--- config.mk ---
export PLATFORM = sky130hd
export DESIGN_NAME = xfer_sequencer
export DESIGN_NICKNAME = d
export VERILOG_FILES = /design/src/rtl/xfer_sequencer.sv
export SDC_FILE = /design/constraint.sdc
export NUM_CORES = 1
export LEC_CHECK = 0
export BUFFER_PORTS_ARGS = -buffer_cell sky130_fd_sc_hd__buf_2
export CORE_ASPECT_RATIO = 0.75
export CORE_MARGIN = 8
export CORE_UTILIZATION = 34
export CTS_BUF_LIST = sky130_fd_sc_hd__clkbuf_4 sky130_fd_sc_hd__clkbuf_8
export DETAILED_ROUTE_END_ITERATION = 16
export PLACE_DENSITY = 0.58
export SLEW_MARGIN = 20
export SYNTH_ARGS = -nofsm -noshare
export SYNTH_HDL_FRONTEND = slang
export SYNTH_SLANG_ARGS = --single-unit
export TNS_END_PERCENT = 30
--- constraint.sdc ---
create_clock -name clk_i -period 3.5 [get_ports clk_i]
set_input_delay 0.525 -clock clk_i [delete_from_list [all_inputs] [get_ports clk_i]]
set_output_delay 0.525 -clock clk_i [all_outputs]
set_load 0.03 [all_outputs]
--- src/rtl/xfer_sequencer.sv ---
// Register-transfer sequencer: turns one command into a timed pattern of active-low
// per-register strobes, with a done pulse on completion and an err pulse on rejection.
module xfer_sequencer #(
  parameter int unsigned NUM_REGS    = 4,
  parameter int unsigned SEL_W       = 2,
  parameter int unsigned ADDR_CYCLES = 2
) (
  input  logic                clk_i,
  input  logic                rst_ni,
  input  logic                cmd_valid_i,
  output logic                cmd_ready_o,
  input  logic [1:0]          cmd_op_i,
  input  logic [SEL_W-1:0]    cmd_src_i,
  input  logic [SEL_W-1:0]    cmd_dst_i,
  output logic [NUM_REGS-1:0] assert_addr_o,
  output logic [NUM_REGS-1:0] assert_xfer_o,
  output logic [NUM_REGS-1:0] load_xfer_o,
  output logic [NUM_REGS-1:0] assertlow_main_o,
  output logic [NUM_REGS-1:0] asserthigh_main_o,
  output logic [NUM_REGS-1:0] loadlow_main_o,
  output logic [NUM_REGS-1:0] loadhigh_main_o,
  output logic                done_o,
  output logic                err_o
);

  localparam logic [1:0] OpXfer    = 2'b00;
  localparam logic [1:0] OpLoad16  = 2'b01;
  localparam logic [1:0] OpStore16 = 2'b10;
  localparam logic [1:0] OpAddr    = 2'b11;

  localparam logic [SEL_W:0] NumRegsW = (SEL_W + 1)'(NUM_REGS);
  localparam logic [3:0]     AddrLast = 4'(ADDR_CYCLES - 1);

  typedef enum logic [2:0] {StIdle, StXfer, StLo, StHi, StAddr} state_e;

  state_e              state_q;
  logic [1:0]          op_q;
  logic [SEL_W-1:0]    src_q, dst_q;
  logic [3:0]          cnt_q;
  logic [NUM_REGS-1:0] assert_addr_q, assert_xfer_q, load_xfer_q;
  logic [NUM_REGS-1:0] assertlow_main_q, asserthigh_main_q, loadlow_main_q, loadhigh_main_q;
  logic                done_q, err_q;

  logic src_ok, dst_ok, illegal;

  always_comb begin
    src_ok  = {1'b0, cmd_src_i} < NumRegsW;
    dst_ok  = {1'b0, cmd_dst_i} < NumRegsW;
    illegal = 1'b0;
    unique case (cmd_op_i)
      OpXfer:    illegal = !src_ok || !dst_ok || (cmd_src_i == cmd_dst_i);
      OpLoad16:  illegal = !dst_ok;
      OpStore16: illegal = !src_ok;
      OpAddr:    illegal = !src_ok;
      default:   illegal = 1'b1;
    endcase
  end

  // Strobes default high every cycle; each state clears only the bits for the next cycle.
  always_ff @(posedge clk_i) begin
    if (!rst_ni) begin
      state_q           <= StIdle;
      op_q              <= OpXfer;
      src_q             <= '0;
      dst_q             <= '0;
      cnt_q             <= '0;
      assert_addr_q     <= '1;
      assert_xfer_q     <= '1;
      load_xfer_q       <= '1;
      assertlow_main_q  <= '1;
      asserthigh_main_q <= '1;
      loadlow_main_q    <= '1;
      loadhigh_main_q   <= '1;
      done_q            <= 1'b0;
      err_q             <= 1'b0;
    end else begin
      assert_addr_q     <= '1;
      assert_xfer_q     <= '1;
      load_xfer_q       <= '1;
      assertlow_main_q  <= '1;
      asserthigh_main_q <= '1;
      loadlow_main_q    <= '1;
      loadhigh_main_q   <= '1;
      done_q            <= 1'b0;
      err_q             <= 1'b0;
      unique case (state_q)
        StIdle: begin
          if (cmd_valid_i) begin
            op_q  <= cmd_op_i;
            src_q <= cmd_src_i;
            dst_q <= cmd_dst_i;
            if (illegal) begin
              err_q <= 1'b1;
            end else begin
              unique case (cmd_op_i)
                OpXfer: begin
                  state_q                  <= StXfer;
                  assert_xfer_q[cmd_src_i] <= 1'b0;
                  load_xfer_q[cmd_dst_i]   <= 1'b0;
                end
                OpLoad16: begin
                  state_q                   <= StLo;
                  loadlow_main_q[cmd_dst_i] <= 1'b0;
                end
                OpStore16: begin
                  state_q                     <= StLo;
                  assertlow_main_q[cmd_src_i] <= 1'b0;
                end
                default: begin
                  state_q                  <= StAddr;
                  cnt_q                    <= AddrLast;
                  assert_addr_q[cmd_src_i] <= 1'b0;
                end
              endcase
            end
          end
        end
        StXfer: begin
          state_q <= StIdle;
          done_q  <= 1'b1;
        end
        StLo: begin
          state_q <= StHi;
          if (op_q == OpLoad16) loadhigh_main_q[dst_q] <= 1'b0;
          else                  asserthigh_main_q[src_q] <= 1'b0;
        end
        StHi: begin
          state_q <= StIdle;
          done_q  <= 1'b1;
        end
        StAddr: begin
          if (cnt_q == 4'd0) begin
            state_q <= StIdle;
            done_q  <= 1'b1;
          end else begin
            cnt_q                <= cnt_q - 4'd1;
            assert_addr_q[src_q] <= 1'b0;
          end
        end
        default: state_q <= StIdle;
      endcase
    end
  end

  assign cmd_ready_o       = (state_q == StIdle);
  assign assert_addr_o     = assert_addr_q;
  assign assert_xfer_o     = assert_xfer_q;
  assign load_xfer_o       = load_xfer_q;
  assign assertlow_main_o  = assertlow_main_q;
  assign asserthigh_main_o = asserthigh_main_q;
  assign loadlow_main_o    = loadlow_main_q;
  assign loadhigh_main_o   = loadhigh_main_q;
  assign done_o            = done_q;
  assign err_o             = err_q;

endmodule

==> reports/qor.txt <==
Status -> completed
Critical Path End Type -> register
Final #Nets -> 233
Setup Viol. Count Final -> 0
Fmax -> 467 MHz
Logic pwr share -> 12.0%
Mean Syn Cell Area -> 9.23 um2
Clock Pin Slew Worst Setup and Hold Paths -> 0.08 ns
Setup Skew -> 0.00639 ns
Layout cells sized above 1 -> 25.6%
First-pass GRT wire length -> 6.18 mm
DR WL/cell -> 13.4 um
Final worst path period share -> 61.2%
Largest net degree at the start of global routing -> 18
RSZ-0062 raised after global routing -> no
Slew Limit Fails -> 0
# diodes -> 0
Min Clock Period, post-route -> 2.14 ns
I/O pin count -> 40
Syn_nets -> 197
Post-CTS resize count -> 0
Die Width -> 97.2 um
Initial Util -> 34.9%
First-pass detailed-route iteration total -> 4
Clk sinks -> 43
Crit-path max FO -> 17
Area grow syn2layout -> 19.7%
CTS tree -> yes
Routed Antenna Nets -> 0
Detailed Place HPWL -> 2.75 mm
Post-CTS setup buffers -> 0
Gate Count Post-Synth -> 182
CTS H-Tree Depth -> 2
Net Sw Power -> 0.273 mW
Kind of critical path -> reg -> reg
GR Util met2 -> 13.3%
Pwr per Cell Area -> 525 mW/mm2
Critical Path AT -> 2.33 ns
Nature of the critical path startpoint -> register
Yosys cell types -> 33
Max-slew headroom -> 42.2%
GRT busiest layer -> met1
Switch share -> 25.8%
Final Util -> 41.8%
Vias in the first global route -> 1221
CTS Buf Count -> 5
Yosys warns -> 0
Hold Path Class -> reg -> reg
Met3 Usage GRT -> 3.94%
RD Place Congestion -> 0.812
DRC -> 0
DR vias -> 1327
Total Routing Usage GR -> 10.2%
Leak -> 0.776 nW
Endpoints failing hold -> 0
Pint -> 0.784 mW
Max-Cap Viols -> 0
#FFs+latches synth -> 43
Row count -> 22
Antenna violations before repair -> 0
DIE HEIGHT -> 76.9 um
Die area -> 0.00747 mm2
Cell Area, Synth -> 0.00168 mm2
Total design power -> 1.06 mW
CP Data Required Time -> 3.68 ns
Worst skew pair latency -> 0.30 ns
Clock power share -> 38.8%
Vias per cell -> 4.76
# port buffers -> 39
VDD IR-drop max -> 0.000284 V
CTS Hold Bufs -> 0
DRT iter0 DRCs -> 65
Sequential share of power -> 49.2%
Global route overflow -> 0
CTS max path bufs -> 2
Core ar. -> 0.00482 mm2
Routing usage on met1 -> 13.8%
WL final -> 3.73 mm
Sequential area share after synthesis -> 51.2%
CTS root buffer -> clkbuf_8
Setup TNS -> 0 ns
Worst slew pin tran -> 0.865 ns
## cell usage after synthesis
master     n  area, um2
nor2b_1    7       43.8
and2_1     2       12.5
nand2b_1   1       6.26
nand3_1    8       40.0
nor4b_1    2       17.5
o2111a_1   1       11.3
dfxtp_1   43        861
inv_1      6       22.5
a221oi_1   1       8.76
and2_2     2       15.0
a31oi_1    3       18.8
a41o_1     1       10.0
nor4_1     3       18.8
nand3_2    2       20.0
nand2_1   29        109
or4b_4     1       13.8
nand4_1    2       12.5
o21ai_0    8       40.0
a21oi_1    9       45.0
or3b_2     2       17.5
nor2_1    13       48.8
o211a_1    1       10.0
and3_1     1       6.26
clkbuf_1   7       26.3
a311oi_2   1       15.0
mux2i_1    2       20.0
xnor2_1    2       17.5
buf_6      3       33.8
nor3b_1    3       22.5
or2_2      1       6.26
nor3_1     5       25.0
ha_1       6       75.1
nand3b_1   4       30.0
## sequential cells by signal (all words and copies together) (netlist names)
register / count
assert_addr_o: 4
assert_xfer_o: 4
asserthigh_main_o: 4
assertlow_main_o: 4
cnt_q: 4
load_xfer_o: 4
loadhigh_main_o: 4
loadlow_main_o: 4
state_q: 3
dst_q: 2
op_q: 2
src_q: 2
done_o: 1
err_o: 1
## kinds of logic (layout without fill, tap and decap cells)
kind of cell	count (synthesis)	after routing	share of synthesized area, %
adder cells (fa/ha/maj)	6	6	4.47
buffers and inverters	16	53	4.91
flip-flops	43	43	51.2
XOR/XNOR	2	2	1.04
multiplexers	2	2	1.19
AO/OA/AOI/OAI	25	25	9.46
AND/OR/NAND/NOR	88	88	27.7
## path summary, 6_finish.rpt
kind / cells after the start / slack (ns) / endpoint / start
max reg2reg: 4 / 1.36 / load_xfer_o[3] / state_q[2]
min reg2reg: 1 / 0.43 / loadhigh_main_o[3] / dst_q[1]
min: 1 / 0.43 / loadhigh_main_o[3] / dst_q[1]
max: 4 / 1.36 / load_xfer_o[3] / state_q[2]
## through the flow
| step | hold slack, ns | area [um2] | cells | setup slack, ns |
|---|---|---|---|---|
| final | 0.435 | 2010 | 279 | 1.36 |
| after detailed placement | 0.431 | 1890 | 271 | 1.30 |
| after CTS | 0.442 | 2010 | 279 | 1.36 |
| after floorplan | 0.396 | 1680 | 182 | 1.56 |
| after global routing | 0.474 | 2010 | 279 | 1.23 |
| after global placement | 0.430 | 1890 | 271 | 1.35 |
## per-layer routing
layer	vias up	part of all wire (%)
li1	688	-
met1	604	52
met2	28	41
met3	7	5.1
met4	0	2.0
met5	-	0
## worst max-delay path: stages (launching register included)
cell and delay, ns:
dfxtp_1 0.48, or4b_4 0.63, a311oi_2 0.43, and2_1 0.39, nand3_2 0.10
## cell type report
type | count | area, um2
repair buffers | 39 | 195
fillers | 494 | 2810
clock inverters | 2 | 38.8
clock buffers | 6 | 82.6
inverters | 6 | 22.5
well taps | 60 | 75.1
multi-input cells | 123 | 737
flip-flops and latches | 43 | 861
## layout by cell type, fill, tap and decap left out, types with 3 or more instances in the layout
cell type	synthesis	routed
clkbuf_8	0	6
nand2_1	29	29
dfxtp_1	43	43
nand3_1	8	8
o21ai_0	8	8
nand3b_1	4	4
nor3b_1	3	3
inv_1	6	6
a21oi_1	9	9
ha_1	6	6
nor3_1	5	5
nor4_1	3	3
buf_2	0	39
a31oi_1	3	3
nor2_1	13	13
nor2b_1	7	7
## power by group through the flow
stage | Sequential, mW | Clock, mW | Combinational (mW)
after floorplan | 0.537 | 0 | 0.0893
after global placement | 0.532 | 0 | 0.126
after detailed placement | 0.532 | 0 | 0.125
after CTS | 0.520 | 0.420 | 0.126
after global routing | 0.523 | 0.444 | 0.140
final | 0.520 | 0.409 | 0.127
Power figures use the tool's default switching activity.
